**config.mk**
```make
export PLATFORM = sky130hd
export DESIGN_NAME = arm_prefetch_buffer
export DESIGN_NICKNAME = d
export VERILOG_FILES = /design/src/rtl/arm_prefetch_buffer.sv
export SDC_FILE = /design/constraint.sdc
export NUM_CORES = 1
export LEC_CHECK = 0
export ABC_AREA = 1
export CAP_MARGIN = 20
export CORE_MARGIN = 5
export CORE_UTILIZATION = 47
export DETAILED_ROUTE_END_ITERATION = 8
export PLACE_DENSITY = 0.68
export SETUP_SLACK_MARGIN = 0.1
export SYNTH_ARGS = -nofsm -noshare
export SYNTH_HDL_FRONTEND = slang
export SYNTH_SLANG_ARGS = --single-unit
```
**constraint.sdc**
```tcl
create_clock -name clk -period 14.1 [get_ports clk]
set_input_delay 2.82 -clock clk [delete_from_list [all_inputs] [get_ports clk]]
set_output_delay 2.82 -clock clk [all_outputs]
set_load 0.01 [all_outputs]
```
**src/rtl/arm_prefetch_buffer.sv**
```systemverilog
// Instruction prefetch buffer: fetches ARM words over a single-outstanding req/ack bus
// into a small FIFO and hands them to decode; a taken branch flushes and redirects fetch.
module arm_prefetch_buffer #(
  parameter int          DEPTH    = 4,
  parameter logic [31:0] RESET_PC = 32'h0000_0000
) (
  input  logic        clk,
  input  logic        rst,
  input  logic        branch,
  input  logic [31:0] branch_target,
  output logic        fetch_req,
  output logic [31:0] fetch_addr,
  input  logic        fetch_ack,
  input  logic [31:0] fetch_rdata,
  output logic        inst_valid,
  output logic [31:0] inst_data,
  output logic [31:0] inst_pc,
  input  logic        inst_ready
);

  localparam int          AW         = $clog2(DEPTH);
  localparam int          CW         = AW + 1;
  localparam logic [CW-1:0] FULL     = CW'(DEPTH);
  localparam logic [31:0] RESET_PC_W = RESET_PC & 32'hFFFF_FFFC;

  // Request FSM; BUSY is exactly the registered bus request.
  typedef enum logic {
    IDLE = 1'b0,
    BUSY = 1'b1
  } req_state_e;

  req_state_e    state;
  logic [31:0]   mem_word [DEPTH];
  logic [31:0]   mem_pc   [DEPTH];
  logic [AW-1:0] wr_ptr;
  logic [AW-1:0] rd_ptr;
  logic [CW-1:0] count;
  logic [CW-1:0] count_next;
  logic [31:0]   fetch_pc;
  logic [31:0]   target_w;
  logic          discard;
  logic          ack_live;
  logic          push;
  logic          pop;
  logic          has_room;

  // Decode handshake: a word transfers on a cycle where inst_valid and inst_ready are both
  // high; the head and its PC stay stable until then. A branch in that cycle cancels it.
  assign inst_valid = (count != '0);
  assign inst_data  = mem_word[rd_ptr];
  assign inst_pc    = mem_pc[rd_ptr];
  assign fetch_req  = (state == BUSY);

  assign target_w = branch_target & 32'hFFFF_FFFC;
  assign ack_live = fetch_req & fetch_ack;
  assign push     = ack_live & ~discard & ~branch;
  assign pop      = inst_valid & inst_ready & ~branch;

  always_comb begin
    count_next = count;
    if (branch)
      count_next = '0;
    else
      count_next = count + CW'(push) - CW'(pop);
  end

  assign has_room = (count_next < FULL);

  always_ff @(posedge clk or posedge rst) begin
    if (rst) begin
      state      <= IDLE;
      fetch_addr <= '0;
      fetch_pc   <= RESET_PC_W;
      count      <= '0;
      wr_ptr     <= '0;
      rd_ptr     <= '0;
      discard    <= 1'b0;
      for (int i = 0; i < DEPTH; i++) begin
        mem_word[i] <= '0;
        mem_pc[i]   <= '0;
      end
    end else begin
      count <= count_next;
      if (branch) begin
        wr_ptr   <= '0;
        rd_ptr   <= '0;
        fetch_pc <= target_w;
        // An unacked request must still complete on the bus; its data is dropped later.
        discard  <= fetch_req & ~fetch_ack;
        if (state == IDLE || fetch_ack) begin
          state      <= BUSY;
          fetch_addr <= target_w;
        end
      end else begin
        if (push) begin
          mem_word[wr_ptr] <= fetch_rdata;
          mem_pc[wr_ptr]   <= fetch_addr;
          wr_ptr           <= wr_ptr + AW'(1);
        end
        if (pop)
          rd_ptr <= rd_ptr + AW'(1);
        if (state == IDLE) begin
          if (has_room) begin
            state      <= BUSY;
            fetch_addr <= fetch_pc;
          end
        end else if (fetch_ack) begin
          if (discard) begin
            // fetch_pc already holds the branch target; request it right away.
            discard <= 1'b0;
            if (has_room)
              fetch_addr <= fetch_pc;
            else
              state <= IDLE;
          end else begin
            fetch_pc <= fetch_pc + 32'd4;
            if (has_room)
              fetch_addr <= fetch_addr + 32'd4;
            else
              state <= IDLE;
          end
        end
      end
    end
  end

endmodule

```
==> impl_metrics.env <==
export IMPL_first_pass_iters=5
export IMPL_power_density_nw_per_um2=220.5
export IMPL_synth_top_family_by_area="simple AND/OR/NAND/NOR gates"
export IMPL_worstPathRequired_ps=14510
export IMPL_drt_wl_total_mm=47.65
export IMPL_cts_resized=0
export IMPL_timing_final_crit_share_pct=53.57
export IMPL_insertedDiodeCount=0
export IMPL_maxCapViolCount=0
export IMPL_cts_sinks=327
export IMPL_muxShareOfSynthArea_pct=0
export IMPL_path_class="input port to register"
export IMPL_grt_use_total_pct=24.52
export IMPL_p_total_uw=4267
export IMPL_synth_xor_area_share_pct=0.7534
export IMPL_synth_fa_ha_area_share_pct=0.7380
export IMPL_async_reset_ff_share_pct=100.0
export IMPL_reg2reg_depth=21
export IMPL_routed_via_density=5.567
export IMPL_nFillCells=3188
export IMPL_syn_inst=2096
export IMPL_cp_endpoint="fetch_addr[16]"
export IMPL_syn_area_um2=16280
export IMPL_h_tree_depth=2
export IMPL_hold_buffers=0
export IMPL_max_stage_delay_ps=650
export IMPL_r2r_start="fetch_req"
export IMPL_antenna_left=0
export IMPL_cts_buffer_depth=3
export IMPL_fmax_ghz=0.1324
export IMPL_port_buffers=164
export IMPL_finClkSkew_ps=16.54
export IMPL_dpl_hpwl_mm=30.20
export IMPL_synth_top_flop_cell="dfrtp_1"
export IMPL_grt_pass1_wl_mm=77.18
export IMPL_crit_chain="clkdlybuf4s50_1 > nand2_1 > nor2_1 > buf_4 > inv_2 > nor2_4 > inv_2 > ha_1 > inv_1 > ha_1 > inv_1 > fa_1 > inv_1 > nand2_2 > nand2_2 > inv_2 > nand2_1 > nand2_2 > inv_2 > nand2_1 > nor2_1 > nor2_1"
export IMPL_synth_nets=2174
export IMPL_clkLatencyLatePin_ps=530
export IMPL_status="finished, final reports clean"
export IMPL_rows=68
export IMPL_drv_slew=0
export IMPL_synth_edf_count=0
export IMPL_fp_coreArea_um2=34370
export IMPL_start_util_pct=47.35
export IMPL_rsz0062_at_grt="false"
export IMPL_cpMaxStageDelayCell="inv_2"
export IMPL_numCtsBuffers=38
export IMPL_hold_viol_final=0
export IMPL_cp_startpoint="fetch_ack"
export IMPL_die_x_um=196.1
export IMPL_startpoint_type="input port"
export IMPL_vias=14860
export IMPL_p_leak_uw=0.008952
export IMPL_avgSynthCellArea_um2=7.765
export IMPL_antenna_found_initial=0
export IMPL_ff2ff_setup_slack_ps=8960
export IMPL_root_buffer="clkbuf_16"
export IMPL_nets=2263
export IMPL_grt_pass1_vias=14170
export IMPL_yosysSeqAreaShare_pct=50.28
export IMPL_synthSimpleGateAreaFrac_pct=22.46
export IMPL_drive_above_1_share_pct=5.510
export IMPL_overflow=0
export IMPL_layout_common_cells="504 x nand2_1, 402 x o21ai_0, 325 x dfrtp_1"
export IMPL_holdCritPathClass="register to register"
export IMPL_arrival_ps=7970
export IMPL_place_gp_congestion=0.9336
export IMPL_drt_iter0_markers=1366
export IMPL_layout_min_cycle_time_ps=7553
export IMPL_setup_viol=0
export IMPL_ir_drop_mv=0.09500
export IMPL_path_clk_slew_ps=60
export IMPL_endpoint_kind="register"
export IMPL_worst_slew_pin_slew_ps=1079
export IMPL_yosysWarningCount=0
export IMPL_ys_seq_elements=327
export IMPL_crit_top_cell="inv_2"
export IMPL_timing_rr_end="fetch_addr[16]"
export IMPL_synthDistinctLibCells=39
export IMPL_drc=0
export IMPL_routedWlPerCell_um=17.85
export IMPL_dieArea_um2=38450
export IMPL_area_delta_synth_final_pct=18.90
export IMPL_worstPathMaxFanout=32
export IMPL_cts_tree="built"
export IMPL_synth_compound_area_share_pct=19.12
export IMPL_grt_max_degree=135
export IMPL_io_pins=167
export IMPL_finalSetupTns_ps=0
export IMPL_relSlewSlack_pct=27.81
export IMPL_final_common_cell="nand2_1"
export IMPL_die_y_um=196.1
export IMPL_post_cts_buffers=0
-- through the flow --
stage	area [µm²]	std cells	setup WS, ps	utilization (%)	hold WS, ps
floorplan	16280	2096	2225	-	447.8
global placement	18070	2598	6154	52.58	460.7
global route	19350	2669	6203	56.30	500.4
CTS	19300	2667	6616	56.14	481.8
finish	19350	2669	6547	56.30	477.5
detailed placement	18070	2598	6076	52.58	467.2
-- layer usage --
metal  part of all wire, %  GRT usage (%)  routed length, µm  vias to the layer above
li1                      -              -                  -                     7135
met1                    45          35.16              21240                     7105
met2                    46          39.04              21970                      539
met3                   6.5          3.143               3082                       79
met4                   2.9          7.836               1360                        0
met5                     0              0                  0                        -
-- cells in the mapped netlist, types with 3 or more instances --
cell        n  area (µm²)
nor2_2      4       25.02
inv_2       8       30.03
nand3_1    96       480.5
a21oi_1    73       365.4
buf_6       3       33.78
o211ai_1   24       180.2
inv_1     129       484.2
o21ai_1    19       95.09
nand2_1   508        1907
a31oi_1     3       18.77
o22ai_1    64       400.4
buf_1       4       15.01
nand3_2     6       60.06
nor3_1     14       70.07
nor2_1    225       844.6
ha_1        8       100.1
nor3_2      3       30.03
nor2_4      7       78.83
clkbuf_1   90       337.8
o21ai_0   402        2012
xor2_1     12       105.1
nand4_1     8       50.05
nand2_2     7       43.79
dfrtp_1   327        8183
buf_2      33       165.2
-- how the worst min path moves through the flow --
stage | depth (start not counted) | startpoint | slack (ps) | end
floorplan | 2 | mem_pc[32] | 450 | mem_pc[32]
global placement | 2 | mem_word[38] | 460 | mem_word[38]
detailed placement | 2 | mem_pc[92] | 470 | mem_pc[92]
CTS | 2 | mem_pc[92] | 480 | mem_pc[92]
global route | 2 | mem_word[45] | 500 | mem_word[45]
finish | 2 | mem_pc[80] | 480 | mem_pc[80]
-- registers in the layout, indices dropped and copies added (netlist names) --
register	flops
fetch_pc	30
discard	1
rd_ptr	2
count	3
wr_ptr	2
mem_word	128
mem_pc	128
fetch_addr	32
fetch_req	1
-- area by class of cell --
type	instances	area [µm²]	share of cell area [%]
Timing Repair Buffer	181	1804	9.324
Tap cell	455	569.3	2.942
Clock inverter	11	105.1	0.5431
Clock buffer	58	1117	5.774
Inverter	138	526.8	2.722
Multi-Input combinational cell	1499	7041	36.38
Sequential cell	327	8188	42.31
-- worst max-delay path, delay by kind of cell --
family | cells | cell delay [ps]
simple gates | 10 | 2290
buf+inv | 9 | 1940
fa+ha+maj | 3 | 860
-- kinds of logic after synthesis --
group	count (synthesis)
AND/OR/NAND/NOR	886
AO/OA/AOI/OAI	590
flip-flops	327
buffers and inverters	270
XOR/XNOR	14
adder cells (fa/ha/maj)	9
-- report_power, final --
part	switching (µW)	internal, µW	total (µW)
sequential	272	1300	1570
combinational	1010	730	1740
clock	394	567	961
total	1670	2590	4270
Note: power is estimated with default switching activity, not from simulation.
==> edit 1 (same flow settings) <==
`DEPTH`: 4 -> 8.
--- a/src/rtl/arm_prefetch_buffer.sv
+++ b/src/rtl/arm_prefetch_buffer.sv
@@ -2,5 +2,5 @@
 // into a small FIFO and hands them to decode; a taken branch flushes and redirects fetch.
 module arm_prefetch_buffer #(
-  parameter int          DEPTH    = 4,
+  parameter int          DEPTH    = 8,
   parameter logic [31:0] RESET_PC = 32'h0000_0000
 ) (
Behaviour: same outputs for any inputs over 4 cycles, from zero or initial values and one cycle with rst high; that may be too few to reach the edited logic, so the function may still have changed.
==> edit 1 against the original RTL <==
- power rose by 50%
- via count rose by 62%
- clock power rose by 64%
- critical path type is now reg -> out
- synthesized area rose by 72%
- setup slack improved by 600 ps
- maximum frequency rose by 8.7%
- sequential cell count rose by 259
- cell area rose by 64%
- wire length rose by 63%
- first-iteration DRC count rose by 74%
==> edit 1: results (changes against the original RTL) <==
Finish
The area overhead of the layout relative to synthesis is 13.50% (was 18.90%). Regs by FF count: mem_pc (256), mem_word (256), fetch_addr (32) (was mem_pc (128), mem_word (128), fetch_addr (32)). The multi-input gate count is 2543 (was 1499). The area taken by flip-flops and latches is 0.01467 mm^2 (was 0.008188 mm^2). The count of non-CTS inverters in the layout is 169 (was 138). The clock network contribution to total cell area is 6.110% (was 6.317%). The number of non-clock buffers in the layout was 196 (was 181). The number of nets at the end of the flow is 3636 (was 2263).

Global routing
The total track usage was 23.84% (was 24.52%). The met1 demand-to-capacity share in global routing came to 34.00% (was 35.16%). The met2 usage was 38.04% (was 39.04%). The met3 track demand over resource is 3.817% (was 3.143%). The first-pass GRT wire length is 125400 um (was 77180 um). The largest net degree at the start of global routing was 213 (was 135).

The number of global-route vias before repair is 23080 (was 14170).

Routing
The starting DRC count in detailed routing is 2374 (was 1366). The routed length per placed instance is 17.75 um (was 17.85 um). The met2 routed wirelength is 35480 um (was 21970 um).

The length of routed wiring on met1 is 35080 um (was 21240 um). The final routed wirelength across all metal layers is 77660 um (was 47650 um). The total met3 wirelength after detailed routing came to 4937 um (was 3082 um).

Worst setup path
The highest net fanout along the worst path came to 98 (was 32). The cell family contributing the most delay on the critical path is buffers and inverters (was simple AND/OR/NAND/NOR gates). The cell with the largest stage delay on the worst path is buf_4 (was inv_2). The end of the worst register-to-register path is fetch_addr[27] (was fetch_addr[16]). The number of cells on the worst reg-to-reg path is 18 (was 21). The endpoint arrival time on the critical path came to 4130 ps (was 7970 ps). The maximum single-stage delay on the critical path is 860 ps (was 650 ps).

Placement
The standard cell area after detailed placement is 0.02973 mm^2 (was 0.01807 mm^2). The count of placed standard cells including taps is 4266 (was 2598). The HPWL after detailed placement is 44630 um (was 30200 um).

Hold path
The startpoint of the lowest-slack hold path is mem_word[50] (was mem_pc[80]).

Synth
Leading cell types by total area after synthesis: dfrtp_1 53%, o21ai_0 12%, nand2_1 10% (was dfrtp_1 50%, o21ai_0 12%, nand2_1 12%). The xor and xnor area share after synthesis is 0.5645% (was 0.7534%). Top cells by instance count after synthesis: 779 x nand2_1, 673 x o21ai_0, 586 x dfrtp_1 (was 508 x nand2_1, 402 x o21ai_0, 327 x dfrtp_1). The part of the Yosys area used for sequential elements is 52.50% (was 50.28%). The mean cell area of the mapped netlist is 7.876 um^2 (was 7.765 um^2). The count of unique library cells instantiated by Yosys is 37 (was 39).

Pwr
The leakage power summed over all cells is 0.01459 uW (was 0.008952 uW). The switching share of total power was 38.77% (was 39.21%). The worst supply voltage drop on vdd is 0.0001462 V (was 0.00009500 V).

Timing
The final hold slack came to 477.5 ps (about the same). The worst relative slew slack is 24.65% (was 27.81%). The maximum clock skew at final layout is 24.56 ps (was 16.54 ps).

Clock network
The later-pin clock latency in the skew report came to 640 ps (was 530 ps).

Run status
Run status: finished clean (unchanged).

Floorplan
The total number of placement rows was 89 (was 68).
==> edit 1: cell types whose count changed after synthesis, sizes merged, moves of 27 or more <==
cell / delta
nand4: +27
dfrtp: +259
nand2: +264
clkbuf: +82
o21ai: +380
buf: +34
inv: +29
a31oi: +62
nor2: +340
==> edit 1: worst max path at each step <==
| stage | endpoint | start | slack (ps) |
|---|---|---|---|
| floorplan | count[0] | rst | 3290 |
| global placement | fetch_addr[23] | fetch_ack | 6140 |
| detailed placement | fetch_addr[29] | fetch_ack | 6060 |
| CTS | fetch_addr[29] | fetch_ack | 6720 |
| global route | inst_data[19] | rd_ptr[0] | 6910 |
| finish | inst_data[19] | rd_ptr[0] | 7150 |
==> edit 1: power groups by stage <==
stage | Sequential, uW | Combinational (uW) | Clock [uW]
3_3_place_gp | 2370 | 2430 | 0
2_1_floorplan | 2300 | 1560 | 0
6_report | 2360 | 2460 | 1580
3_5_place_dp | 2380 | 2460 | 0
4_1_cts | 2350 | 2470 | 1610
5_1_grt | 2410 | 2770 | 1680
==> edit 2 (config.mk and constraints unchanged) <==
Without the edit above. Add an input register stage for `branch_target`; this delays it by one clock. The other inputs are not delayed to match.
--- a/src/rtl/arm_prefetch_buffer.sv
+++ b/src/rtl/arm_prefetch_buffer.sv
@@ -30,4 +30,10 @@
   } req_state_e;
 
+  logic [31:0] branch_target_q;
+
+  always_ff @(posedge clk) begin
+    branch_target_q <= branch_target;
+  end
+
   req_state_e    state;
   logic [31:0]   mem_word [DEPTH];
@@ -52,5 +58,5 @@
   assign fetch_req  = (state == BUSY);
 
-  assign target_w = branch_target & 32'hFFFF_FFFC;
+  assign target_w = branch_target_q & 32'hFFFF_FFFC;
   assign ack_live = fetch_req & fetch_ack;
   assign push     = ack_live & ~discard & ~branch;
Formal check against the unedited RTL: not equivalent (a bounded check fails within 4 cycles, from zero or initial values and one cycle with rst high).
==> edit 2 against the original RTL <==
- sequential cell count up 30
- final cell count up 4.9%
- core utilization down 0.66 points
- die area up 5.7%
- power up 3.2%
- synthesized area up 6.0%
- wire length up 2.0%
- cell area up 4.8%
- setup slack better by 520 ps
==> edit 2: results (changes against the original RTL) <==
Run status
Run status: finished clean (unchanged).

Synth
The proportion of synthesized flip-flops having asynchronous set or reset was 91.60% (was 100.0%). Top cells by instance count after synthesis: 538 x nand2_1, 361 x o21ai_0, 327 x dfrtp_1 (was 508 x nand2_1, 402 x o21ai_0, 327 x dfrtp_1). The flip-flop cell with the highest count after synthesis is dfrtp_1 (unchanged). The post-synthesis net count was 2292 (was 2174). The leading cell type by number of instances after synthesis is nand2_1 (unchanged). The count of unique library cells instantiated by Yosys came to 38 (was 39).

The part of the Yosys area used for sequential elements is 50.89% (was 50.28%). Leading cell types by total area after synthesis: dfrtp_1 47%, nand2_1 12%, o21ai_0 10% (was dfrtp_1 50%, o21ai_0 12%, nand2_1 12%).

Global routing
The first-pass GRT wire length is 79120 um (was 77180 um). The number of global-route vias before repair is 14720 (was 14170). The number of antenna violations at the first check in global routing is 0 (unchanged).

The largest net degree at the start of global routing is 118 (was 135). The met1 demand-to-capacity share in global routing was 33.10% (was 35.16%). The total track usage is 23.50% (was 24.52%). The met2 usage came to 38.22% (was 39.04%). The met3 track demand over resource is 3.255% (was 3.143%).

Placement
The HPWL after detailed placement is 30960 um (was 30200 um). The final weighted congestion of routability-driven global placement is 1.041 (was 0.9336). The standard cell area after detailed placement is 0.01897 mm^2 (was 0.01807 mm^2). The count of input and output buffers is 164 (unchanged).

Finish
The area taken by flip-flops and latches is 0.008788 mm^2 (was 0.008188 mm^2). The number of fill cells in the layout came to 3441 (was 3188). The fraction of final layout cells sized beyond drive strength 1 is 5.405% (was 5.510%). The number of nets at the end of the flow came to 2381 (was 2263).

Clock network
The number of buffers created by CTS is 40 (was 38). The buffer count from post-CTS setup fixing is 0 (unchanged). The root cell of the clock tree is clkbuf_16 (unchanged). The maximum number of buffers from clock root to sink is 3 (unchanged).

Worst setup path
The endpoint arrival time on the critical path is 7450 ps (was 7970 ps). The cell with the largest stage delay on the worst path is nand3_2 (was inv_2). The maximum single-stage delay on the critical path is 620 ps (was 650 ps). The highest net fanout along the worst path is 33 (was 32).

Pwr
The worst supply voltage drop on vdd is 0.0001135 V (was 0.00009500 V). The leakage power summed over all cells was 0.009630 uW (was 0.008952 uW). The switching power is 1690 uW (was 1673 uW).

Routing
The detailed-router iteration count before antenna repair is 5 (unchanged). The starting DRC count in detailed routing is 1324 (was 1366). The detailed-route vias per instance is 5.456 (was 5.567). The final routed wirelength across all metal layers is 48610 um (was 47650 um).

Timing
The worst relative slew slack came to 28.49% (was 27.81%). The final hold violation count is 0 (unchanged). The maximum clock skew at final layout is 11.07 ps (was 16.54 ps).
[edit 2: changes by cell type in the layout (fill, tap and decap cells not counted), moves of 18 or more]
cell	before	now
dfxtp_1	0	30
nand2_1	504	535
inv_1	127	165
o21ai_2	0	28
nor2_1	225	285
o21ai_0	402	361
a21oi_1	73	55
[edit 2: power by group through the flow]
stage | clock, uW | combinational (uW) | sequential, uW
6_report | 1050 | 1710 | 1640
5_1_grt | 1110 | 1910 | 1690
4_1_cts | 1070 | 1720 | 1640
3_5_place_dp | 0 | 1710 | 1650
3_3_place_gp | 0 | 1680 | 1640
2_1_floorplan | 0 | 1030 | 1570
[edit 2: kinds of logic (layout without fill, tap and decap cells)]
logic type	after synthesis	in the layout	synth area share, %
flops	357	357	50.89
simple gates	968	968	22.51
xor+xnor	12	12	0.6090
fa+ha+maj	9	9	0.6960
compound gates	563	563	17.67
buf+inv	305	422	7.619
[edit 2: layer usage]
layer | part of all wire (%) | wire (um)
met1 | 45 | 21990
met2 | 46 | 22460
met3 | 5.8 | 2816
met4 | 2.8 | 1339
met5 | 0 | 0
[edit 2: final timing paths]
check,depth (start not counted),slack [ps],from,endpoint
min in group asynchronous,2,2820,rst,mem_word[23]
max reg2reg,19,9120,count[2],fetch_addr[14]
max in group asynchronous,3,9780,rst,mem_pc[118]
min,2,470,branch_target_q[12],fetch_pc[12]
max,18,7070,fetch_ack,fetch_addr[14]
min reg2reg,2,470,branch_target_q[12],fetch_pc[12]
[edit 2: worst min-delay path, cell delays in order (launching register included)]
cell     delay (ps)
dfxtp_1         290
nand2_1          90
nand2_1          60
[edit 2: area by class of cell]
cell class,instances,area share [%]
flip-flops and latches,357,43.35
multi-input cells,1552,35.43
well taps,468,2.889
clock inverters,7,0.7345
repair buffers,179,8.629
clock buffers,63,5.709
inverters,173,3.253
[edit 2: metrics by stage]
| stage | setup WS [ps] | std cells |
|---|---|---|
| 5_1_grt | 6704 | 2799 |
| 6_report | 7071 | 2799 |
| 3_5_place_dp | 6563 | 2729 |
| 3_3_place_gp | 6655 | 2729 |
| 4_1_cts | 7140 | 2799 |
| 2_1_floorplan | 2225 | 2214 |
